$ cat src/rtl/counter_pkg.sv
// Shared types and constants for the modulo up/down counter.
package counter_pkg;

    localparam int unsigned DEFAULT_WIDTH = 8;

    // Bound behaviour; the unused encoding 2'b11 behaves like SAT.
    typedef enum logic [1:0] {
        WRAP     = 2'b00,
        SAT      = 2'b01,
        ONESHOT  = 2'b10,
        SAT_ALT  = 2'b11
    } mode_t;

endpackage

$ cat src/rtl/count_next_calc.sv
// Combinational next-count and bound-event calculator for one enabled step.
module count_next_calc
    import counter_pkg::*;
#(
    parameter int unsigned WIDTH = DEFAULT_WIDTH
) (
    input  logic [WIDTH-1:0] i_count,
    input  logic [WIDTH-1:0] i_max_val,
    input  logic             i_up,
    input  mode_t            i_mode,
    output logic [WIDTH-1:0] o_next_c,
    output logic             o_wrap_c,
    output logic             o_ovf_c,
    output logic             o_unf_c,
    output logic             o_done_c
);

    // Interior steps move by one; bound steps wrap, saturate or terminate.
    always_comb begin
        o_next_c = i_count;
        o_wrap_c = 1'b0;
        o_ovf_c  = 1'b0;
        o_unf_c  = 1'b0;
        o_done_c = 1'b0;
        if (i_up) begin
            // ">=" also covers a max_val lowered below the current count
            if (i_count < i_max_val) begin
                o_next_c = i_count + WIDTH'(1);
            end else begin
                o_ovf_c = 1'b1;
                case (i_mode)
                    WRAP: begin
                        o_next_c = '0;
                        o_wrap_c = 1'b1;
                    end
                    ONESHOT: o_done_c = 1'b1;
                    default: ;
                endcase
            end
        end else begin
            if (i_count != '0) begin
                o_next_c = i_count - WIDTH'(1);
            end else begin
                o_unf_c = 1'b1;
                case (i_mode)
                    WRAP: begin
                        o_next_c = i_max_val;
                        o_wrap_c = 1'b1;
                    end
                    ONESHOT: o_done_c = 1'b1;
                    default: ;
                endcase
            end
        end
    end

endmodule

$ cat src/rtl/modulo_updown_counter.sv
// Programmable-bound up/down counter with wrap, saturate and one-shot modes.
module modulo_updown_counter
    import counter_pkg::*;
#(
    parameter int unsigned      WIDTH     = DEFAULT_WIDTH,
    parameter logic [WIDTH-1:0] RESET_VAL = '0
) (
    input  logic             clk,
    input  logic             rst_n,
    input  logic             enable,
    input  logic             up_down,
    input  logic             load,
    input  logic [WIDTH-1:0] d_in,
    input  logic [WIDTH-1:0] max_val,
    input  mode_t            mode,
    input  logic             clr_flags,
    output logic [WIDTH-1:0] count,
    output logic             at_max,
    output logic             at_zero,
    output logic             wrap_pulse,
    output logic             ovf,
    output logic             unf,
    output logic             done
);

    logic [WIDTH-1:0] r_count;
    logic             r_wrap;
    logic             r_ovf;
    logic             r_unf;
    logic             r_done;

    logic [WIDTH-1:0] w_next;
    logic [WIDTH-1:0] w_load_val;
    logic             w_wrap;
    logic             w_ovf;
    logic             w_unf;
    logic             w_done;
    logic             w_step;

    count_next_calc #(
        .WIDTH (WIDTH)
    ) u_calc (
        .i_count   (r_count),
        .i_max_val (max_val),
        .i_up      (up_down),
        .i_mode    (mode),
        .o_next_c  (w_next),
        .o_wrap_c  (w_wrap),
        .o_ovf_c   (w_ovf),
        .o_unf_c   (w_unf),
        .o_done_c  (w_done)
    );

    // Load beats a step; a finished one-shot ignores enable.
    assign w_step     = enable & ~load & ~r_done;
    assign w_load_val = (d_in > max_val) ? max_val : d_in;

    // Counter, pulse, sticky flags and terminal state.
    always_ff @(posedge clk) begin
        if (!rst_n) begin
            r_count <= RESET_VAL;
            r_wrap  <= 1'b0;
            r_ovf   <= 1'b0;
            r_unf   <= 1'b0;
            r_done  <= 1'b0;
        end else begin
            if (load) begin
                r_count <= w_load_val;
                r_wrap  <= 1'b0;
                r_done  <= 1'b0;
            end else if (w_step) begin
                r_count <= w_next;
                r_wrap  <= w_wrap;
                r_done  <= w_done;
            end else begin
                r_wrap  <= 1'b0;
            end
            // a set in the same cycle wins over clr_flags
            r_ovf <= (w_step & w_ovf) | (r_ovf & ~clr_flags);
            r_unf <= (w_step & w_unf) | (r_unf & ~clr_flags);
        end
    end

    assign count      = r_count;
    assign wrap_pulse = r_wrap;
    assign ovf        = r_ovf;
    assign unf        = r_unf;
    assign done       = r_done;
    assign at_max     = (r_count >= max_val);
    assign at_zero    = (r_count == '0);

endmodule

$ cat config.mk
export PLATFORM = sky130hd
export DESIGN_NAME = modulo_updown_counter
export DESIGN_NICKNAME = d
export VERILOG_FILES = /design/src/rtl/counter_pkg.sv /design/src/rtl/count_next_calc.sv /design/src/rtl/modulo_updown_counter.sv
export SDC_FILE = /design/constraint.sdc
export NUM_CORES = 1
export LEC_CHECK = 0
export CORE_ASPECT_RATIO = 0.9
export CORE_MARGIN = 5
export CORE_UTILIZATION = 35
export DETAILED_ROUTE_END_ITERATION = 16
export SYNTH_ARGS = -nofsm -noshare
export SYNTH_HDL_FRONTEND = slang
export SYNTH_HIERARCHICAL = 1
export SYNTH_SLANG_ARGS = --single-unit
$ cat constraint.sdc
create_clock -name clk -period 3.45 [get_ports clk]
set_input_delay 1.035 -clock clk [delete_from_list [all_inputs] [get_ports clk]]
set_output_delay 1.035 -clock clk [all_outputs]
set_load 0.01 [all_outputs]
# ---- After elaboration in Yosys (flattened, before gate mapping)
# Index checks and enable logic that the tools add are counted.
# W data, S select, Z words.
dict set report totals {
  reg_bits 12
  inputBits 24
  output_inout_bits 14
  elab_cells 53
}
dict set report classes {
  addsub 2
  n_lt_le_gt_ge 3
  eq_ne 2
  mux 20
  n_bitwise 13
  n_reduce_logical 8
}
# op n
set op_table {}
lappend op_table {{$mux W8} 8}
lappend op_table {{$mux W1} 12}
lappend op_table {{$add A8 B1 Y8 const B} 1}
lappend op_table {{$ge A8 B8 Y1} 1}
lappend op_table {{$gt A8 B8 Y1} 1}
lappend op_table {{$logic_not A8 Y1} 1}
lappend op_table {{$lt A8 B8 Y1} 1}
lappend op_table {{$reduce_bool A8 Y1} 1}
lappend op_table {{$sub A8 B1 Y8 const B} 1}
lappend op_table {{$and A1 B1 Y1} 6}
lappend op_table {{$not A1 Y1} 5}
lappend op_table {{$ne A4 B1 Y1 const B} 1}
lappend op_table {{$reduce_bool A4 Y1} 1}
lappend op_table {{$reduce_and A3 Y1} 1}
lappend op_table {{$reduce_or A3 Y1} 1}
lappend op_table {{$eq A2 B2 Y1 const B} 1}
lappend op_table {{$logic_not A2 Y1} 1}
lappend op_table {{$or A1 B1 Y1} 2}
lappend op_table {{$reduce_bool A2 Y1} 1}
lappend op_table {{$reduce_or A2 Y1} 1}

# ---- Depth between registers and ports, before layout
# Gate-level depths: netlist (run 1).
dict set report depth {
  ltp_word 6
  ltp_mapped 11
  mapped_depth_nobuf 11
}

# ---- Hierarchy
# The synthesis (run 1) kept the hierarchy.
# mod n_inst cells_per_inst area_each_um2 seq_area_each_um2
set modules_own_cells {}
lappend modules_own_cells {modulo_updown_counter 1 121 1032.2 240.2}
lappend modules_own_cells {count_next_calc 1 131 853.3 0.0}

# ---- Worst setup path before layout (run 1)
# No wires, ideal clock.
dict set report synth_timing {
  kind {input to output}
  start {input max_val[5]}
  end {output at_max}
  arrival_ps 2081
  required_time_ps 2415
  setup_slack_ps 334
  stages 6
  path_buffers 0
  cell_sequence {inv_1 > ha_1 > a2111oi_0 > nand2_1 > o21ai_0 > a31oi_1}
}
dict set report synth_between {
  elab_chain_cells 1
}
# element line_no
set synth_lines {}
lappend synth_lines {{from (decl)} modulo_updown_counter.sv:14} ;# input logic [WIDTH-1:0] max_val,
lappend synth_lines {{$ge A8 B8 Y1} modulo_updown_counter.sv:89} ;# assign at_max = (r_count >= max_val);
lappend synth_lines {{to (decl)} modulo_updown_counter.sv:18} ;# output logic at_max,
# No other way between the ends.

# ---- Final worst setup path (run 1)
dict set report layout_timing {
  start {input max_val[0]}
  end {output at_max}
}
# The elaborated chain is that of the path after synthesis.

==> summary.md, run 1 <==
| Metric | Value |
|---|---|
| Clock transition at path regs | `approximately 0.060 ns` |
| Setup TNS | `0 ns` |
| Die ar. | `6960 um^2` |
| GP Congestion | `0.854` |
| Critical Path End Type | `output port` |
| Synth warn | `6` |
| Fin worst setup slack | `0.103 ns` |
| Sequential area share after synthesis | `12.7%` |
| Least-Margin Pin Slew | `approximately 0.56 ns` |
| Port bufs | `37` |
| Max Transition Viols Final | `0` |
| Share of layout cells above drive strength 1 | `22.8%` |
| Final hold slack | `0.547 ns` |
| Final std cells w/o fill | `379` |
| First-pass GRT wire length | `9180 um` |
| Vias | `2,071` |
| Dpl ws | `-0.759 ns` |
| Final worst path period share | `97.0%` |
| Delay of the slowest critical-path stage | `around 0.29 ns` |
| Critical R2R Capture | `count[4]` |
| P per Cell Area | `280 nW/um^2` |
| Hold Path Depth | `2` |
| Ant diodes | `0` |
| Max Clock Skew | `0.00555 ns` |
| Top post-synthesis cells by area | `ha_1, dfxtp_1, mux2_2, o21ai_0, a21oi_1` |
| Hold endpoint | `done` |
| Hold_sp | `done` |
| Slowest cell on crit path | `ha_1` |
| Rows | `25` |
| Async set or reset register ratio after synthesis | `0%` |
| Total CTS buffers | `3` |
| Synth Area in XOR/XNOR | `less than 1%` |
| Final min period | `3.35 ns` |
| Crit Path Class | `input pin to output port` |
| Seq cells post-synth | `12` |
| Leakage power | `1.15 nW` |
| Outcome | `completed` |
| EDFF count, synth | `0` |
| Core area | `5260 um^2` |
| CP startpoint kind | `input pin` |
| FF-to-FF path depth | `11` |
| Area leader, netlist | `ha_1` |
| DRT Pass-1 Iters | `4` |
| Slew Limit Headroom | `62.7%` |
| Worst Path Arrival | `roughly 2.3 ns` |
| Routed WL | `5650 um` |
| Layout area overhead | `39.9%` |
| Post-detail-place hpwl | `4440 um` |
| Largest net degree at the start of global routing | `19` |
| Post-synthesis mux area share | `slightly below 9%` |
| CP required | `2.41 ns` |
| Largest delay share family, worst path | `buffers and inverters` |
| Compound-Gate Fraction of Synth Area | `28.2%` |
| Synth Cell Area | `1890 um^2` |
| Max frequency | `approximately 300 MHz` |
| Die X-Extent | `around 87 um` |
| Initial DRC count | `150` |
| WL/cell | `about 15 um` |
| Final hold violations | `0` |
| ANT nets after route | `0` |
| Adder-Cell Fraction of Synth Area | `17.3%` |
| Worst vdd ir | `0.114 mV` |
| Unrepaired setup endpoints after global routing | `false` |
| Synth cell types | `53` |
| Worst-path maximum fanout | `2` |
| R2R setup slack | `0.42 ns` |
| Initial Util | `between 30 and 40%` |
| Number of global-route vias before repair | `roughly 1,900` |
| Clk sinks | `12` |
| Mean Syn Cell Area | `7.48 um^2` |
| # nets final | `363` |
| Clk root buf | `clkbuf_8` |
| Via/cell ratio | `5.46` |
| Critical Path, Cell by Cell | `dlygate4sd2_1, ha_1, nand2b_1, a21oi_2, nor2b_1, o21ai_1, a31oi_1, buf_2` |
| CTS hold repair buffers | `0` |
| Maxcap violations | `0` |
| Clock buffer depth | `2` |
| Synth Area in Simple Gates | `25.1%` |
| CP bufs+invs | `2` |
| Die height | `between 70 and 80 um` |
| Synth top area share | `17.3%` |
| IO Count | `38` |
| CTS H-Tree Depth | `1` |
| Total global-route track usage | `between 15 and 20%` |
| Critical Path Stages | `8` |
| Main combinational cell family by area after synthesis | `compound AO/OA/AOI/OAI gates` |
| Reg2reg start | `count[0]` |
| DRC Markers | `0` |
| Main synth FF type | `dfxtp_1` |
| Syn_nets | `between 300 and 400` |
| Placed insts | `374` |
| Commonest cells after routing, fill and taps aside | `clkdlybuf4s50_1, buf_4, ha_1` |
| Initial antenna violation count | `0` |
| Skew-Pair Late Insertion Delay | `0.24 ns` |
| CTS tree | `yes` |
| Final setup viols | `0` |
| Grt ovf | `0` |
| Cells after Synth | `252` |
| Min-Delay Path Class | `flop to flop` |
[routing by layer]
metal	track usage, %	part of all wire [%]
met4	3.99	0.81
met5	0	0
met1	23.7	48
met2	25.4	45
met3	1.44	6.0
[worst register-to-register path: stages (launching register included)]
cell and delay, ns:
dfxtp_1 0.31, buf_4 0.18, inv_1 0.09, ha_1 0.28
or3b_2 0.54, or2_4 0.28, a311o_1 0.35, a31oi_1 0.30
a211oi_4 0.07, mux2_4 0.28, o21ai_0 0.15, a31oi_1 0.06
[cell families after synthesis]
logic type               count (synthesis)
AND/OR/NAND/NOR                         88
flip-flops                              12
XOR/XNOR                                 2
adder cells (fa/ha/maj)                 26
buffers and inverters                   32
AO/OA/AOI/OAI                           78
multiplexers                            14
[worst max path at each step]
| stage | from | endpoint | slack [ns] |
|---|---|---|---|
| 6_report | max_val[0] | at_max | 0.10 |
| 5_1_grt | max_val[0] | at_max | 0.03 |
| 4_1_cts | max_val[2] | at_max | 0.0003 |
| 3_5_place_dp | max_val[5] | at_max | -0.76 |
| 3_3_place_gp | max_val[5] | at_max | -0.68 |
| 2_1_floorplan | max_val[5] | at_max | 0.33 |
[cell usage after synthesis (all sizes together) (4+ instances only)]
library cell  number
nand2b             5
inv               21
buf                4
nor2              20
a31oi             14
nand3             14
nor3               4
o21ai             24
clkbuf             7
o21a               4
mux2              10
nor2b              8
a21oi             18
dfxtp             12
nand2             18
ha                26
[registers in the layout, indices dropped and copies added, names as in the netlist]
signal and cells:
count 8, done 1, ovf 1, unf 1, wrap_pulse 1
[power by group]
| group | internal (mW) | switching [mW] |
|---|---|---|
| registers | 0.149 | 0.0150 |
| clock network | 0.101 | 0.0550 |
| logic | 0.207 | 0.212 |
[metrics by stage]
step	power, mW	area [um^2]	util, %
5_1_grt	0.794	2640	50.2
3_3_place_gp	0.554	2500	47.7
4_1_cts	0.726	2590	49.4
2_1_floorplan	0.412	1890	-
3_5_place_dp	0.558	2500	47.7
6_report	0.739	2640	50.2
[area by class of cell]
type / instances / area [um^2]
Tap cell: 67 / 83.8
Fill cell: 554 / 2620
Inverter: 21 / 78.8
Multi-Input combinational cell: 208 / 1580
Sequential cell: 12 / 240
Timing Repair Buffer: 67 / 599
Clock buffer: 4 / 55.1
[repair_timing]
action                                 4_1_cts  5_1_grt
pin swaps                                    5        6
cloned                                       0        0
gates resized for setup                     22       14
endpoints found under the hold margin        0        0
setup buffers                                0        1
setup endpoints to repair                    9       10
(Power assumes the default switching activity.)
==> run 2, diff against run 1 <==
CELL_PAD_IN_SITES_DETAIL_PLACEMENT = 0   (was default)
CELL_PAD_IN_SITES_GLOBAL_PLACEMENT = 1   (was default)
CORE_MARGIN = 2   (was 5)
PLACE_DENSITY_LB_ADDON = 0.1   (was default)
==> summary.md, run 2 (synthesis results as in run 1) <==
| Metric | Value |
|---|---|
| Slowest cell on crit path | `ha_1` |
| Commonest cells after routing, fill and taps aside | `buf_4, clkdlybuf4s50_1, ha_1` |
| DRT Pass-1 Iters | `4` |
| Skew-Pair Late Insertion Delay | `0.25 ns` |
| Final std cells w/o fill | `between 300 and 400` |
| Critical Path, Cell by Cell | `dlygate4sd2_1, ha_1, nand2b_1, a21oi_1, nor2b_1, o21ai_1, a31oi_1, buf_2` |
| Unrepaired setup endpoints after global routing | `false` |
| Post-detail-place hpwl | `approximately 4500 um` |
| Max Clock Skew | `between 0.004 and 0.005 ns` |
| ANT nets after route | `0` |
| Dpl ws | `-0.726 ns` |
| Setup TNS | `0 ns` |
| Final hold violations | `0` |
| Delay of the slowest critical-path stage | `0.28 ns` |
| Leakage power | `1.15 nW` |
| Maxcap violations | `0` |
| Min-Delay Path Class | `flop to flop` |
| CP bufs+invs | `2` |
| GP Congestion | `0.823` |
| CTS tree | `yes` |
| Final setup viols | `0` |
| Final min period | `3.37 ns` |
| Ant diodes | `0` |
| Total global-route track usage | `20.8%` |
| Number of global-route vias before repair | `1,969` |
| Clock transition at path regs | `0.06 ns` |
| Worst Path Arrival | `2.33 ns` |
| WL/cell | `15.0 um` |
| DRC Markers | `0` |
| Clock buffer depth | `2` |
| Port bufs | `37` |
| Routed WL | `~5700 um` |
| # nets final | `~370` |
| Vias | `between 2,000 and 2,500` |
| Grt ovf | `0` |
| First-pass GRT wire length | `9610 um` |
| Final Util | `50.5%` |
| Slew Limit Headroom | `60.0%` |
| CTS hold repair buffers | `0` |
| Share of layout cells above drive strength 1 | `23.5%` |
| Final hold slack | `about 0.52 ns` |
| CP required | `~2.4 ns` |
| Worst-path maximum fanout | `2` |
| Max FFs per register | `8` |
| Final worst path period share | `97.6%` |
| Largest net degree at the start of global routing | `19` |
| Least-Margin Pin Slew | `0.598 ns` |
| Initial antenna violation count | `0` |
| Clk sinks | `12` |
| Total CTS buffers | `3` |
| Initial Util | `between 30% and 40%` |
| Die height | `73.6 um` |
| Die X-Extent | `about 80 um` |
| Most common cell after layout, fill and taps aside | `buf_4` |
| Rows | `25` |
| Largest delay share family, worst path | `compound AO/OA/AOI/OAI gates` |
| Layout area overhead | `39.9%` |
| Clk root buf | `clkbuf_8` |
| Outcome | `completed` |
| Max frequency | `between 200 and 300 MHz` |
| Via/cell ratio | `around 5.4` |
| P per Cell Area | `~280 nW/um^2` |
| Core area | `5220 um^2` |
| Placed insts | `376` |
| CTS H-Tree Depth | `1` |
| Initial DRC count | `119` |
| Critical Path End Type | `output port` |
| # fillers | `542` |
| Crit Path Class | `input pin to output port` |
| Worst vdd ir | `0.233 mV` |
| Max Transition Viols Final | `0` |
| IO Count | `38` |
| CP startpoint kind | `input pin` |
| Fin worst setup slack | `0.0831 ns` |
| Die ar. | `5990 um^2` |
-- run 2: worst paths after layout --
check	from	to	cells after the start	slack [ns]
hold reg to reg	done	done	2	0.52
setup reg to reg	count[1]	count[4]	11	0.47
setup / recovery	max_val[0]	at_max	8	0.08
hold / removal	done	done	2	0.52
-- run 2: cell type report --
class	count	area, um^2	area share (%)
multi-input cells	208	1570	59.4
repair buffers	70	614	23.3
flip-flops and latches	12	240	9.10
well taps	67	83.8	3.18
inverters	21	78.8	2.99
clock buffers	4	55.1	2.09
-- run 2: report_power, final --
part,leakage (nW),switching [mW],internal [mW]
clock network,0.0288,0.0633,0.101
logic,1.02,0.210,0.205
registers,0.0989,0.0155,0.149
total,1.15,0.289,0.455
-- run 2: timing repair --
item                                    4_1_cts  5_1_grt
gates cloned                                  0        0
buffers inserted                              2        1
pin swaps                                     6        7
endpoints found under the setup margin        9        9
resized for setup                            22       11
-- run 2: layer usage --
| layer | vias up | share of wire, % | track usage, % |
|---|---|---|---|
| met2 | 47 | 45 | 33.2 |
| met3 | 4 | 4.3 | 2.70 |
| li1 | 1061 | - | - |
| met5 | - | 0 | 0 |
| met4 | 0 | 0.75 | 3.95 |
| met1 | 944 | 50 | 29.9 |
-- run 2: worst min-delay path: stages (launching register included) --
cell,delay (ns)
dfxtp_1,0.32
a21oi_1,0.11
nor3b_1,0.05
-- run 2: through the flow --
step	total power [mW]	instance area, um^2
floorplan	0.412	1890
global placement	0.565	2520
detailed placement	0.567	2520
CTS	0.742	2610
global route	0.806	2640
finish	0.744	2640
==> run 3, diff against run 2 <==
GPL_TIMING_DRIVEN = 0   (was default)
==> summary.md, run 3 (synthesis results as in run 1) <==
| Metric | Value |
|---|---|
| Die X-Extent | `around 81 um` |
| # nets final | `about 350` |
| Unrepaired setup endpoints after global routing | `false` |
| Critical Path End Type | `output port` |
| Initial antenna violation count | `0` |
| Outcome | `completed` |
| Total global-route track usage | `20.1%` |
| Largest delay share family, worst path | `compound AO/OA/AOI/OAI gates` |
| Final setup viols | `0` |
| Maxcap violations | `0` |
| Total CTS buffers | `3` |
| Slew Limit Headroom | `between 50% and 60%` |
| Die height | `73.6 um` |
| Post-detail-place hpwl | `about 4400 um` |
| Initial Util | `between 30% and 40%` |
| Worst-path maximum fanout | `4` |
| Clk sinks | `12` |
| CTS hold repair buffers | `0` |
| WL/cell | `around 16 um` |
| Setup TNS | `0 ns` |
| CP startpoint kind | `input pin` |
| CTS tree | `yes` |
| Vias | `~2,000` |
| Placed insts | `~360` |
| Worst vdd ir | `0.172 mV` |
| Max FFs per register | `8` |
| Clk root buf | `clkbuf_8` |
| Cell area after placement | `2330 um^2` |
| Post-route cell area | `roughly 2400 um^2` |
| First-pass GRT wire length | `approximately 9300 um` |
| Rows | `25` |
| Clock transition at path regs | `0.07 ns` |
| Layout area overhead | `29.9%` |
| Critical Path, Cell by Cell | `clkdlybuf4s15_2, inv_1, ha_2, a2111oi_4, nand2_1, o21ai_0, a31oi_1, buf_2` |
| Share of layout cells above drive strength 1 | `16.2%` |
| Skew-Pair Late Insertion Delay | `0.25 ns` |
| Die ar. | `5990 um^2` |
| Routed WL | `5730 um` |
| Final hold violations | `0` |
| Initial DRC count | `91` |
| Final std cells w/o fill | `between 300 and 400` |
| Final hold slack | `0.547 ns` |
| Core area | `5220 um^2` |
| CP required | `2.41 ns` |
| Final worst path period share | `94.9%` |
| Crit Path Class | `input pin to output port` |
| Max Transition Viols Final | `0` |
| Largest net degree at the start of global routing | `14` |
| Port bufs | `36` |
| Grt ovf | `0` |
| Least-Margin Pin Slew | `0.706 ns` |
| Min-Delay Path Class | `flop to flop` |
| CTS H-Tree Depth | `1` |
| Commonest cells after routing, fill and taps aside | `clkdlybuf4s50_1, ha_1, inv_1, o21ai_0, nor2_1` |
| Delay of the slowest critical-path stage | `0.34 ns` |
| Leakage power | `1.02 nW` |
| Final min period | `3.28 ns` |
| P per Cell Area | `294 nW/um^2` |
| Worst Path Arrival | `between 2 and 2.5 ns` |
| Most common cell after layout, fill and taps aside | `clkdlybuf4s50_1` |
| Number of global-route vias before repair | `~1,900` |
| Max frequency | `305 MHz` |
| DRT Pass-1 Iters | `4` |
| Dpl ws | `-0.852 ns` |
| CP bufs+invs | `3` |
| DRC Markers | `0` |
| Fin worst setup slack | `0.175 ns` |
| ANT nets after route | `0` |
| Ant diodes | `0` |
| Slowest cell on crit path | `a2111oi_4` |
| # fillers | `557` |
| GP Congestion | `0.815` |
| IO Count | `38` |
| Max Clock Skew | `approximately 0.0064 ns` |
| Via/cell ratio | `roughly 5.5` |
| Clock buffer depth | `2` |
[run 3: report_power, final]
part / internal, mW / switching (mW) / leakage [nW]
Combinational: 0.186 / 0.192 / 0.893
Sequential: 0.149 / 0.0321 / 0.0989
Clock: 0.101 / 0.0614 / 0.0288
Total: 0.436 / 0.285 / 1.02
[run 3: worst register-to-register path, delay by kind of cell, from the launching register on]
| kind | cells | cell delay, ns |
|---|---|---|
| flip-flops | 1 | 0.49 |
| multiplexers | 1 | 0.26 |
| AO/OA/AOI/OAI | 5 | 0.82 |
| buffers and inverters | 1 | 0.16 |
| AND/OR/NAND/NOR | 2 | 0.82 |
| adder cells (fa/ha/maj) | 1 | 0.27 |
[run 3: path summary, 6_finish.rpt]
kind         startpoint        to  slack (ns)  cells past startpoint
min reg2reg        done      done        0.55                      2
min                done      done        0.55                      2
max reg2reg    count[1]  count[4]        0.49                     10
max          max_val[7]    at_max        0.17                      8
[run 3: per-layer routing]
| layer | vias up | routed length (um) | global-route usage [%] |
|---|---|---|---|
| met4 | 0 | 16 | 2.26 |
| met2 | 40 | 2470 | 30.4 |
| met5 | - | 0 | 0 |
| met3 | 2 | 181 | 2.83 |
| li1 | 1017 | - | - |
| met1 | 936 | 3060 | 30.8 |
[run 3: final cells by class]
cell class	count	area [um^2]	share of cell area, %
buffer	11	55.1	2.25
multi-input combinational	208	1560	63.6
sequential	12	240	9.81
timing repair buffer	40	378	15.4
tap	67	83.8	3.42
inverter	21	78.8	3.22
clock buffer	4	55.1	2.25
[run 3: repair_timing]
item,4_1_cts,5_1_grt
hold endpoints to repair,0,0
resized for setup,25,13
gates cloned,0,0
buffers inserted,3,1
setup endpoints to repair,8,7
pin swaps,2,4
[run 3: through the flow]
| step | utilization (%) | power (mW) |
|---|---|---|
| 2_1_floorplan | - | 0.412 |
| 3_3_place_gp | 44.6 | 0.535 |
| 3_5_place_dp | 44.6 | 0.537 |
| 4_1_cts | 46.7 | 0.717 |
| 5_1_grt | 46.9 | 0.773 |
| 6_report | 46.9 | 0.721 |
